**config.mk**
```make
export PLATFORM = sky130hd
export DESIGN_NAME = add_seq_ctrl
export DESIGN_NICKNAME = d
export VERILOG_FILES = /design/src/rtl/add_seq_ctrl.sv
export SDC_FILE = /design/constraint.sdc
export NUM_CORES = 1
export LEC_CHECK = 0
export CAP_MARGIN = 20
export CELL_PAD_IN_SITES_DETAIL_PLACEMENT = 1
export CELL_PAD_IN_SITES_GLOBAL_PLACEMENT = 2
export CORE_MARGIN = 4
export CORE_UTILIZATION = 32
export DETAILED_ROUTE_END_ITERATION = 10
export PLACE_DENSITY = 0.83
export SLEW_MARGIN = 20
export SYNTH_ARGS = -nofsm -noshare
export SYNTH_HDL_FRONTEND = slang
export SYNTH_SLANG_ARGS = --single-unit
```
**constraint.sdc**
```tcl
create_clock -name clk -period 3.25 [get_ports clk]
set_clock_uncertainty 0.05 [all_clocks]
set_input_delay 0.325 -clock clk [delete_from_list [all_inputs] [get_ports clk]]
set_output_delay 0.325 -clock clk [all_outputs]
set_load 0.005 [all_outputs]
```
**src/rtl/add_seq_ctrl.sv**
```systemverilog
// Multi-precision adder sequencer: adds two NBYTES-byte operands with one shared 8-bit adder, one byte per clock, LSB first.
// Optional subtract mode via ADD_SEQ_SUB_EN (adds the 'sub' input port).

module full_adder_8bit (
    input  logic [7:0] a,
    input  logic [7:0] b,
    input  logic       ci,
    output logic [7:0] s,
    output logic       co
);
    // 9-bit sum keeps the carry out of bit 7
    logic [8:0] total;

    assign total = 9'(a) + 9'(b) + 9'(ci);
    assign s     = total[7:0];
    assign co    = total[8];
endmodule

module add_seq_ctrl #(
    parameter int unsigned NBYTES = 4
) (
    input  logic                  clk,
    input  logic                  rst,
    input  logic                  start,
    input  logic [8*NBYTES-1:0]   a,
    input  logic [8*NBYTES-1:0]   b,
    input  logic                  cin,
`ifdef ADD_SEQ_SUB_EN
    input  logic                  sub,
`endif
    output logic                  busy,
    output logic                  done,
    output logic [8*NBYTES-1:0]   sum,
    output logic                  cout
);
    localparam int unsigned W    = 8 * NBYTES;
    localparam int unsigned IW   = (NBYTES > 1) ? $clog2(NBYTES) : 1;
    localparam int unsigned LAST = NBYTES - 1;

    typedef enum logic [1:0] {
        IDLE = 2'd0,
        RUN  = 2'd1,
        DONE = 2'd2
    } state_t;

    state_t          state;
    logic [W-1:0]    a_reg;
    logic [W-1:0]    b_reg;
    logic            carry;
    logic [IW-1:0]   idx;

    logic [7:0]      add_a;
    logic [7:0]      add_b;
    logic [7:0]      add_s;
    logic            add_co;

    // Byte slice currently being processed
    assign add_a = a_reg[{idx, 3'b000} +: 8];
    assign add_b = b_reg[{idx, 3'b000} +: 8];

    full_adder_8bit u_add (
        .a  (add_a),
        .b  (add_b),
        .ci (carry),
        .s  (add_s),
        .co (add_co)
    );

    always_ff @(posedge clk or posedge rst) begin
        if (rst) begin
            state <= IDLE;
            a_reg <= '0;
            b_reg <= '0;
            carry <= 1'b0;
            idx   <= '0;
            busy  <= 1'b0;
            done  <= 1'b0;
            sum   <= '0;
            cout  <= 1'b0;
        end else begin
            done <= 1'b0;
            case (state)
                IDLE: begin
                    if (start) begin
                        a_reg <= a;
`ifdef ADD_SEQ_SUB_EN
                        // Subtract as a + ~b + 1; cout=1 then means no borrow
                        b_reg <= sub ? ~b : b;
                        carry <= sub ? 1'b1 : cin;
`else
                        b_reg <= b;
                        carry <= cin;
`endif
                        idx   <= '0;
                        busy  <= 1'b1;
                        state <= RUN;
                    end
                end
                RUN: begin
                    sum[{idx, 3'b000} +: 8] <= add_s;
                    carry                   <= add_co;
                    if (idx == IW'(LAST)) begin
                        cout  <= add_co;
                        busy  <= 1'b0;
                        done  <= 1'b1;
                        state <= DONE;
                    end else begin
                        idx <= idx + IW'(1);
                    end
                end
                DONE: begin
                    state <= IDLE;
                end
                default: begin
                    busy  <= 1'b0;
                    state <= IDLE;
                end
            endcase
        end
    end
endmodule

```
Word level (Yosys, flattened, before mapping). Cells that the tools add are included.

Bitwise logic cells: 1. $add $sub $neg: 4. Div/mod/pow operators: 0. $mul: 0. Reductions and logical operators: 8. Shift-type cells: 4. Eq/ne operators: 6. $lt $le $gt $ge: 0. Multiplexer cells: 14.

Operators by type and width (number): 32-bit by 6-bit variable part select with 8-bit output (2); 32-bit bitwise mux (1); 8-bit by 7-bit variable shift with 32-bit output, first input constant (1); 8-bit by 7-bit variable part select with 32-bit output (1); 8-bit by 8-bit adder with 9-bit output (1); 9-bit by 1-bit adder with 9-bit output (1); 2-bit two-way mux (4); 2-bit one-hot mux with 2 select lines (2); 2-bit AND reduction (4); 5-bit negation with 7-bit output (1); 2-bit inequality test, second input constant (3); 3-bit AND reduction (2); 1-bit two-way mux (5); 2-bit equality test, second input constant (2); 1-bit one-hot mux with 3 select lines (1); 2-bit by 1-bit adder with 2-bit output, second input constant (1); 2-bit by 1-bit equality test with 1-bit output, second input constant (1); 2-bit zero test (1); 1-bit one-hot mux with 2 select lines (1); 2-bit nonzero test (1); 1-bit inverter (1).

Memories kept: 0. Logic and storage cells: 46. Bits of input ports: 68. Bits in read-only memories: 0. Bits in writable memories: 0. Latch bits: 0. Register bits after elaboration: 104. Output and inout bits: 35.

Logic depth before layout (Yosys ltp). Gate-level depths: netlist (run 1).

Depth after elaboration: 5. Depth in mapped cells: 10. Mapped depth without buffers: 8.

By module. Synthesis (run 1) repeated with hierarchy kept, for this count alone.

Cell total of the unflattened synthesis: 364. Area, all modules: 4802.1 µm².

Modules (own cells, without submodules): add_seq_ctrl (sequential area each 2602.5 µm², instances 1, area an instance 4470.5 µm², cells an instance 322); full_adder_8bit (sequential area each 0.0 µm², instances 1, area an instance 331.6 µm², cells an instance 42).

Worst setup path after synthesis (run 1). Ideal clock, no wire load.

Path kind: flip-flop to flip-flop. Start: register idx[0]. End: register sum[30]. Arrival time: 3.108 ns. Path slack: -0.029 ns. Clock period less this slack: 3.279 ns. Data required time: 3.079 ns. Setup time: 0.121 ns. Stages on the path, launching flop included: 10. Path through: dfrtp_1 -> buf_4 -> buf_2 -> mux4_2 -> fa_1 -> fa_1 -> a21o_1 -> a221oi_2 -> xnor2_1 -> a22o_1.

Cells in the longest elaborated chain, start to end: 5.

RTL lines: start: declaration (line 50) `logic [IW-1:0] idx;`; start signal: assignment (line 108) `idx <= idx + IW'(1);`; 32-bit by 6-bit variable part select with 8-bit output, on equally long branches (line 58, 59); 8-bit by 8-bit adder with 9-bit output (line 14) `assign total = 9'(a) + 9'(b) + 9'(ci);`; 9-bit by 1-bit adder with 9-bit output (line 14); 8-bit by 7-bit variable part select with 32-bit output (line 100) `sum[{idx, 3'b000} +: 8] <= add_s;`; 32-bit bitwise mux (*) (line 100); end signal: indexed assignment (line 100); end: declaration (line 33) `output logic [8*NBYTES-1:0] sum,`.

Every way passes the cells marked *; elsewhere a longest branch is shown, timed or not. A chain may end at the register's enable or synchronous reset.

Worst setup path after layout (run 1).
Start: register idx[0]. End: register carry.

Cells in the longest elaborated chain, start to end: 4.

RTL lines: 32-bit by 6-bit variable part select with 8-bit output, on equally long branches (line 58, 59); 8-bit by 8-bit adder with 9-bit output (*) (line 14); 9-bit by 1-bit adder with 9-bit output (*) (line 14); 1-bit one-hot mux with 2 select lines (*) (line 82) `case (state)`; end signal: assignment (line 92) `carry <= cin;`; end signal: assignment (line 101) `carry <= add_co;`; end: declaration (line 49) `logic carry;`.

Marked as above.

==> results.toml, run 1 <==
[synthesis]
synth_xor_area_share_pct = 0.936
synth_most_common_cell = "dfrtp_1"
syn_nets = 386
yosys.area_share.simple_pct = 4.76
yosys-top-cells-area = "dfrtp_1 56%, mux2_2 15%, mux4_2 7.7%, a22o_1 6.0%, ha_1 3.5%"
synth_seq_cells = 104
synth-compound-area-share_pct = 9.34
ys.flop_type = "dfrtp_1"
synth_edf_count = 0
synth-seq-area-share_pct = 55.6
synth_area_leader_cell = "dfrtp_1"
syn_inst = 303
yosys_warnings = 0
synth_commonest_cells = "104 x dfrtp_1, 64 x mux2_2, 32 x a22o_1, 16 x mux4_2, 13 x ha_1"
netlist_area_sq_um = 4680
synth_mux_area_share_pct = 23.1
syn_avg_cell_area_sq_um = 15.4
synth_top_family_by_area = "multiplexers"
async_reset_ff_share_pct = 100
yosysTopAreaCellShare_pct = 55.6
synthAdderAreaFrac_pct = 4.33
ys_types = 36

[grt]
antenna_found_initial = 0
grt_max_degree = 65
gr-usage-all-layers_pct = 15.0
grt_pass1_vias = 3433
grt_pass1_wl_microns = 19000
overflow = 0

[detailed_routing]
routedWlPerCell_microns = 19.5
routed_wirelength_microns = 11600
drc = 0
vias_per_cell = 5.08
vias = 3010
dr_wl_met2_microns = 5970
first_pass_iters = 4
wl_met3_microns = 664
met1Wirelength_microns = 4750
drtIter0Drc = 139
drtAntennaViolNets = 0
dr.max_layer_used = "met4"

[critical_path]
worstSetupStartpointType = "flop"
path_max_fanout = 4
r2r-end = "carry"
r2r_start = "idx[0]"
end_kind = "flop"
worstRegToRegCells = 8
crit_type = "reg2reg"
required_ns = 3.41
rrSetupSlack_ns = 0.20
cp.arrival_ns = 3.20
critical_path.startpoint = "idx[0]"
cp-endpoint = "carry"

[run_status]
status = "finished clean"

[floorplan]
die_h_microns = 129
dieArea_sq_um = 16600
coreArea_sq_um = 14100
pin_count = 103
start_util_pct = 33.2
fp.dieW_microns = 129
fp-row-count = 43

[clock_tree]
numCtsBuffers = 9
clkSinkCount = 104
cts_resized = 0
cts_setup_buffers = 0
cts-root-buf = "clkbuf_16"
path_clk_slew_ns = 0.07
htreeDepth = 3
cts_tree = "yes"
clock_tree.buffer_depth = 2
hold_buffers = 0
clock_latency_ns = 0.35

[final_layout]
area_growth_pct = 32.5
fin_area_sq_um = 6190
diodes = 0
final_nets = 493
fill_cells = 1436
final_core_util_pct = 43.9
final_layout_size_suffix_gt1_share_pct = 26.2

[place]
dpl-instance-area_sq_um = 5930
hpwlAfterDp_microns = 8790
numPortBuffers = 102
gp_congestion = 0.763

[timing]
finalCriticalPeriod_ns = 3.05
relSlewSlack_pct = 58.1
worst_slew_pin_slew_ns = 0.629
max_freq_mhz = 328
finalSetupTns_ns = 0
hold_violations = 0
grt_setup_unrepaired = "no"
final-setup-viol-count = 0
slew_violations = 0
fin_crit_sh_pct = 93.8

[power_and_ir_drop]
power.density_nw_per_um2 = 1100
vdd_ir_drop_max_mv = 0.558
leakage_nw = 2.58
total_power_w = 0.00681

[hold_path]
hold_class = "in2async"

[job]
cap_violations = 0
==> cells in the final DEF, fill, tap and decap left out, drive strengths merged <==
master / Yosys / layout
a211oi: 1 / 1
a21o: 3 / 3
a21oi: 7 / 7
a221oi: 1 / 1
a22o: 32 / 32
a31oi: 1 / 1
and2: 2 / 2
and2b: 1 / 1
and3: 1 / 1
buf: 9 / 5
clkbuf: 2 / 12
clkdlybuf4s50: 0 / 102
clkinvlp: 0 / 1
dfrtp: 104 / 104
fa: 2 / 2
ha: 13 / 13
inv: 7 / 8
mux2: 64 / 64
mux4: 16 / 16
nand2: 9 / 9
nand3: 2 / 2
nand4b: 1 / 1
nor2: 3 / 3
nor2b: 2 / 2
nor4: 1 / 1
nor4b: 3 / 3
o211ai: 2 / 2
o21ai: 5 / 5
o21bai: 2 / 2
o22a: 1 / 1
o22ai: 1 / 1
xnor2: 3 / 3
xor2: 2 / 2
==> cell type report <==
type                    instances  area, sq um  share of cell area [%]
repair buffers                107         1080                    17.5
clock buffers                  12          246                    3.98
flip-flops and latches        104         2600                    42.0
multi-input cells             181         1990                    32.2
well taps                     180          225                    3.64
inverters                       7         28.8                   0.465
clock inverters                 2         16.3                   0.263
==> how the worst min path moves through the flow <==
stage	endpoint	from	slack, ns	cells after the start
6_report	busy	rst	0.36	2
5_1_grt	state[1]	rst	0.43	2
4_1_cts	state[1]	rst	0.39	2
3_5_place_dp	a_reg[14]	a_reg[14]	0.45	1
3_3_place_gp	b_reg[5]	b_reg[5]	0.43	1
2_1_floorplan	a_reg[16]	a_reg[16]	0.43	1
==> logic make-up after synthesis <==
logic type,Yosys count
AOI/OAI and AO/OA,56
muxes,80
buffers and inverters,18
xor gates and xnor gates,5
and+or+nand+nor,25
DFF,104
adders and majority gates,15
==> stage by stage <==
stage / hold slack (ns) / instances / worst slack (ns)
2_1_floorplan: 0.425 / 303 / 0.0455
3_3_place_gp: 0.435 / 579 / 0.361
3_5_place_dp: 0.445 / 579 / 0.207
4_1_cts: 0.388 / 593 / 0.200
5_1_grt: 0.425 / 593 / 0.0740
6_report: 0.364 / 593 / 0.202
==> where the power goes <==
group	switching, W	internal (W)	leakage (nW)
Sequential	0.000330	0.00185	1.29
Combinational	0.00192	0.00172	1.16
Clock	0.000461	0.000535	0.125
==> routing by layer <==
layer,GRT usage (%),vias up
met5,0,-
met2,25.1,81
li1,-,1360
met4,4.01,0
met1,18.5,1558
met3,5.06,11
==> critical path: stages (launching register included) <==
cell and delay [ns]:
dfrtp_1 0.43, mux4_2 0.55, fa_1 0.47, fa_1 0.43, a21o_1 0.20, a221oi_2 0.36
o21bai_1 0.11, a21oi_1 0.21, a21oi_1 0.10
Power figures use the tool's default switching activity.
==> inputs of run 2 (changes only) <==
--- a/config.mk
+++ b/config.mk
@@ -9,9 +9,9 @@
 export CELL_PAD_IN_SITES_DETAIL_PLACEMENT = 1
 export CELL_PAD_IN_SITES_GLOBAL_PLACEMENT = 2
 export CORE_MARGIN = 4
-export CORE_UTILIZATION = 32
+export CORE_UTILIZATION = 35
 export DETAILED_ROUTE_END_ITERATION = 10
-export PLACE_DENSITY = 0.83
+export PLACE_DENSITY = 0.86
 export SLEW_MARGIN = 20
 export SYNTH_ARGS = -nofsm -noshare
 export SYNTH_HDL_FRONTEND = slang
==> constraint.sdc (replaced) <==
create_clock -name clk -period 3.07 [get_ports clk]
set_clock_uncertainty 0.05 [all_clocks]
set_input_delay 0.307 -clock clk [delete_from_list [all_inputs] [get_ports clk]]
set_output_delay 0.307 -clock clk [all_outputs]
set_load 0.005 [all_outputs]
==> run 2 against run 1 <==
Largest power group unchanged. Die area fell by 8.1%. Critical path type unchanged. Core utilization rose by 4.7 points. Global-route usage rose by 1.6 points. First-iteration DRC count fell by 4.3%. Critical endpoint unchanged. Setup slack got worse by 0.032 ns. Wire length rose by 1.2%. Register-to-register slack got worse by 0.03 ns. Via count fell by 0.33%. Worst hold slack improved by 0.016 ns.
==> results.toml, run 2 (same netlist as run 1, synthesis figures left out) <==
[critical_path]
critical_path.startpoint = "idx[0]"
cp_slowest_stage_delay_ns = 0.53
cp_num_buf_inv = 0
cp.depth = 8
r2r_start = "idx[0]"
end_kind = "flop"
worstRegToRegCells = 8
cp-endpoint = "carry"
path_max_fanout = 4
path_common_cell = "a21oi_1"
cp_top_family = "compound AO/OA/AOI/OAI gates"
cp.arrival_ns = 3.05
r2r-end = "carry"
required_ns = 3.22
critPathSlowestCell = "mux4_2"
crit_type = "reg2reg"
crit_chain = "mux4_2, fa_2, fa_1, a21o_1, a221oi_2, o21bai_1, a21oi_1, a21oi_1"
worstSetupStartpointType = "flop"
rrSetupSlack_ns = 0.17

[grt]
gr-usage-all-layers_pct = 16.5
grt_pass1_vias = 3435
grt_max_degree = 65
overflow = 0
grt_pass1_wl_microns = 19000
antenna_found_initial = 0

[clock_tree]
cts_tree = "yes"
path_clk_slew_ns = 0.07
numCtsBuffers = 9
hold_buffers = 0
clock_tree.buffer_depth = 2
clock_latency_ns = 0.34
clkSinkCount = 104
cts-root-buf = "clkbuf_16"
htreeDepth = 3

[timing]
grt_setup_unrepaired = "no"
fin_crit_sh_pct = 94.5
relSlewSlack_pct = 52.2
final-setup-viol-count = 0
slew_violations = 0
finalSetupTns_ns = 0
hold_violations = 0
hold-worst-slack_ns = 0.380
max_freq_mhz = 345
finalCriticalPeriod_ns = 2.90
worst_slew_pin_slew_ns = 0.715

[detailed_routing]
drc = 0
vias = 3000
drtAntennaViolNets = 0
first_pass_iters = 4
drtIter0Drc = 133
routed_wirelength_microns = 11700
vias_per_cell = 5.10
routedWlPerCell_microns = 19.9

[final_layout]
area_growth_pct = 33.4
diodes = 0
final_nets = 495
final_layout_size_suffix_gt1_share_pct = 27.6
mostFrequentLayoutCell = "dfrtp_1"
final_cell_mix = "103 x dfrtp_1, 102 x clkdlybuf4s50_1, 64 x mux2_2"
final_cells = 588

[floorplan]
dieArea_sq_um = 15300
pin_count = 103
start_util_pct = 36.5
die_h_microns = 124
coreArea_sq_um = 12800
fp.dieW_microns = 124
fp-row-count = 41

[place]
numPortBuffers = 102
gp_congestion = 0.788
place_inst = 573
hpwlAfterDp_microns = 8820

[power_and_ir_drop]
p_int_w = 0.00440
leakage_nw = 2.60
pwr-share-clk_pct = 15.3
pwr-share-comb_pct = 52.6
vdd_ir_drop_max_mv = 0.542
power.density_nw_per_um2 = 1150
p_seq_share_pct = 32.1
p_sw_w = 0.00280
p_sw_share_pct = 38.8

[job]
cap_violations = 0

[run_status]
status = "finished clean"

[hold_path]
hold_class = "in2async"
-- run 2: worst min-delay path by stage --
stage                           end  slack [ns]
after global placement    a_reg[10]        0.43
final                          busy        0.38
after floorplan           a_reg[29]        0.41
after detailed placement  a_reg[24]        0.44
after CTS                    sum[6]        0.40
after global routing      a_reg[13]        0.44
-- run 2: cell type report --
cell class | count | area (sq um)
sequential | 104 | 2600
tap | 172 | 215
inverter | 7 | 30.0
timing repair buffer | 109 | 1110
clock inverter | 4 | 30.0
clock buffer | 11 | 253
multi-input combinational | 181 | 1990
fill | 1301 | 6590
-- run 2: per-stage QoR --
step	cell area (sq um)	total power (W)	worst slack [ns]	util (%)
2_1_floorplan	4700	0.00490	0.0461	-
3_3_place_gp	5950	0.00598	0.175	46.4
3_5_place_dp	5950	0.00616	0.135	46.4
4_1_cts	6240	0.00731	0.105	48.6
5_1_grt	6240	0.00775	0.0606	48.6
6_report	6240	0.00720	0.170	48.6
-- run 2: worst reg2reg max path: stages (launching register included) --
cell and delay (ns):
dfrtp_2 0.43, mux4_2 0.54, fa_2 0.40, fa_1 0.42, a21o_1 0.21, a221oi_2 0.32
o21bai_1 0.10, a21oi_1 0.21, a21oi_1 0.10
-- run 2: routing by layer --
metal / up-vias / routed length (microns) / GRT usage (%)
met5: - / 0 / 0
met4: 0 / 201 / 4.98
met3: 13 / 496 / 3.54
met2: 79 / 6010 / 28.3
met1: 1548 / 5000 / 21.1
li1: 1360 / - / -
-- run 2: power by group through the flow --
stage          logic, W  registers, W  clock network, W
3_3_place_gp    0.00367       0.00230                 0
5_1_grt         0.00417       0.00240           0.00119
4_1_cts         0.00386       0.00232           0.00112
6_report        0.00378       0.00231           0.00110
3_5_place_dp    0.00382       0.00234                 0
2_1_floorplan   0.00269       0.00221                 0
-- run 2: timing repair --
action                                  in CTS  in global routing
gates resized for setup                      0                  1
endpoints found under the setup margin       0                  5
buffers inserted                             0                  0
==> inputs of run 3 (changes only) <==
--- a/config.mk
+++ b/config.mk
@@ -16,3 +16,4 @@
 export SYNTH_ARGS = -nofsm -noshare
 export SYNTH_HDL_FRONTEND = slang
 export SYNTH_SLANG_ARGS = --single-unit
+export TNS_END_PERCENT = 1
==> run 3 against run 2 <==
Wire length is 0.61% lower. Global-route usage increased by 0.094 points. Sequential power hardly changed. Core utilization up 0.15 points. Clock power is 7% higher. Register-to-register slack worse by 0.02 ns. Highest routed layer unchanged.
==> results.toml, run 3 (same netlist as run 1, synthesis figures left out) <==
[run_status]
status = "finished clean"

[detailed_routing]
first_pass_iters = 4
routed_wirelength_microns = 11600
drc = 0
drtIter0Drc = 246
vias = 2995
routedWlPerCell_microns = 19.8
drtAntennaViolNets = 0
vias_per_cell = 5.09

[floorplan]
pin_count = 103
die_h_microns = 124
dieArea_sq_um = 15300
fp.dieW_microns = 124
coreArea_sq_um = 12800
fp-row-count = 41
start_util_pct = 36.5

[grt]
grt_max_degree = 105
overflow = 0
grt_pass1_vias = 3460
gr-usage-all-layers_pct = 16.6
grt_pass1_wl_microns = 19200
antenna_found_initial = 0

[clock_tree]
path_clk_slew_ns = 0.07
cts_setup_buffers = 0
clock_latency_ns = 0.35
cts-root-buf = "clkbuf_16"
clkSinkCount = 104
clock_tree.buffer_depth = 2
hold_buffers = 0
htreeDepth = 3
numCtsBuffers = 9
cts_tree = "yes"

[critical_path]
cp_slowest_stage_delay_ns = 0.54
crit_type = "reg2reg"
critPathSlowestCell = "mux4_2"
path_max_fanout = 4
cp_top_family = "adder cells"
worstSetupStartpointType = "flop"
end_kind = "flop"
required_ns = 3.26
crit_chain = "mux4_2, fa_1, fa_2, a21o_1, a221oi_4, xnor2_1, a22o_1"
cp_num_buf_inv = 0
cp.arrival_ns = 3.11

[job]
cap_violations = 0

[timing]
slew_violations = 0
worst_slew_pin_slew_ns = 0.621
finalCriticalPeriod_ns = 2.92
hold-worst-slack_ns = 0.388
max_freq_mhz = 343
final-setup-viol-count = 0
fin_crit_sh_pct = 95.1
grt_setup_unrepaired = "no"
relSlewSlack_pct = 58.4
hold_violations = 0

[hold_path]
hold_class = "in2async"

[power_and_ir_drop]
vdd_ir_drop_max_mv = 0.621
pwr-share-clk_pct = 15.9
p_int_w = 0.00449
p_seq_share_pct = 31.2
pwr-share-comb_pct = 53.0
leakage_nw = 2.60
p_sw_share_pct = 39.4
p_sw_w = 0.00292
power.density_nw_per_um2 = 1190

[final_layout]
area_growth_pct = 33.8
final_layout_size_suffix_gt1_share_pct = 27.9
mostFrequentLayoutCell = "dfrtp_1"
diodes = 0
final_cells = 588
final_cell_mix = "103 x dfrtp_1, 102 x clkdlybuf4s50_1, 64 x mux2_2"
final_nets = 494

[place]
place_inst = 572
hpwlAfterDp_microns = 8760
numPortBuffers = 102
gp_congestion = 0.758
[run 3: cell count changes in the layout (fill, tap and decap cells not counted)]
| cell | previous run | this run |
|---|---|---|
| a21oi_1 | 7 | 6 |
| a21oi_2 | 0 | 1 |
| a221oi_2 | 1 | 0 |
| a221oi_4 | 0 | 1 |
| buf_12 | 3 | 2 |
| bufinv_16 | 0 | 1 |
| clkbuf_8 | 2 | 1 |
| clkinv_4 | 2 | 1 |
| clkinvlp_4 | 2 | 3 |
| inv_6 | 0 | 1 |
[run 3: through the flow]
stage / cell area, sq um / power, W / util (%) / setup WS, ns / TNS, ns
after floorplan: 4700 / 0.00489 / - / -0.0166 / -0.0847
after global placement: 5930 / 0.00596 / 46.2 / 0.113 / 0
after detailed placement: 5930 / 0.00617 / 46.2 / 0.0167 / 0
after CTS: 6250 / 0.00744 / 48.7 / 0.0136 / 0
after global routing: 6260 / 0.00801 / 48.8 / 0.0343 / 0
final: 6260 / 0.00741 / 48.8 / 0.151 / 0
[run 3: worst paths after layout]
| check | slack (ns) | start | end | depth (start not counted) |
|---|---|---|---|---|
| worst max-delay path | 0.15 | idx[0] | sum[30] | 7 |
| worst min-delay path | 0.39 | rst | busy | 3 |
| worst max register to register | 0.15 | idx[0] | sum[30] | 7 |
| worst min register to register | 0.45 | sum[31] | sum[31] | 1 |
| max in group asynchronous | 2.11 | rst | idx[0] | 3 |
| min in group clk | 0.45 | sum[31] | sum[31] | 1 |
[run 3: layout make-up]
class,instances,area (sq um)
flip-flops and latches,104,2600
multi-input cells,181,2010
inverters,7,30.0
clock inverters,6,67.6
fillers,1287,6570
clock buffers,10,239
well taps,172,215
repair buffers,108,1090
[run 3: tightest hold or removal path: cells and delay by family]
kind	cells	cell delay (ns)
buf+inv	3	0.94
[run 3: routing by layer]
metal | GRT usage, % | share of wire, % | vias to the layer above
met5 | 0 | 0 | -
met4 | 4.01 | 1.4 | 0
met3 | 5.63 | 6.4 | 14
met2 | 27.9 | 51 | 81
met1 | 20.7 | 42 | 1542
li1 | - | - | 1358
[run 3: power groups by stage]
stage	Clock, W	Combinational, W	Sequential (W)
3_5_place_dp	0	0.00382	0.00235
4_1_cts	0.00121	0.00391	0.00232
5_1_grt	0.00127	0.00435	0.00240
3_3_place_gp	0	0.00365	0.00231
2_1_floorplan	0	0.00268	0.00221
6_report	0.00118	0.00393	0.00231
[run 3: timing repair]
action,in CTS,in global routing
resized for setup,1,3
setup endpoints to repair,4,8
pin swaps,0,1
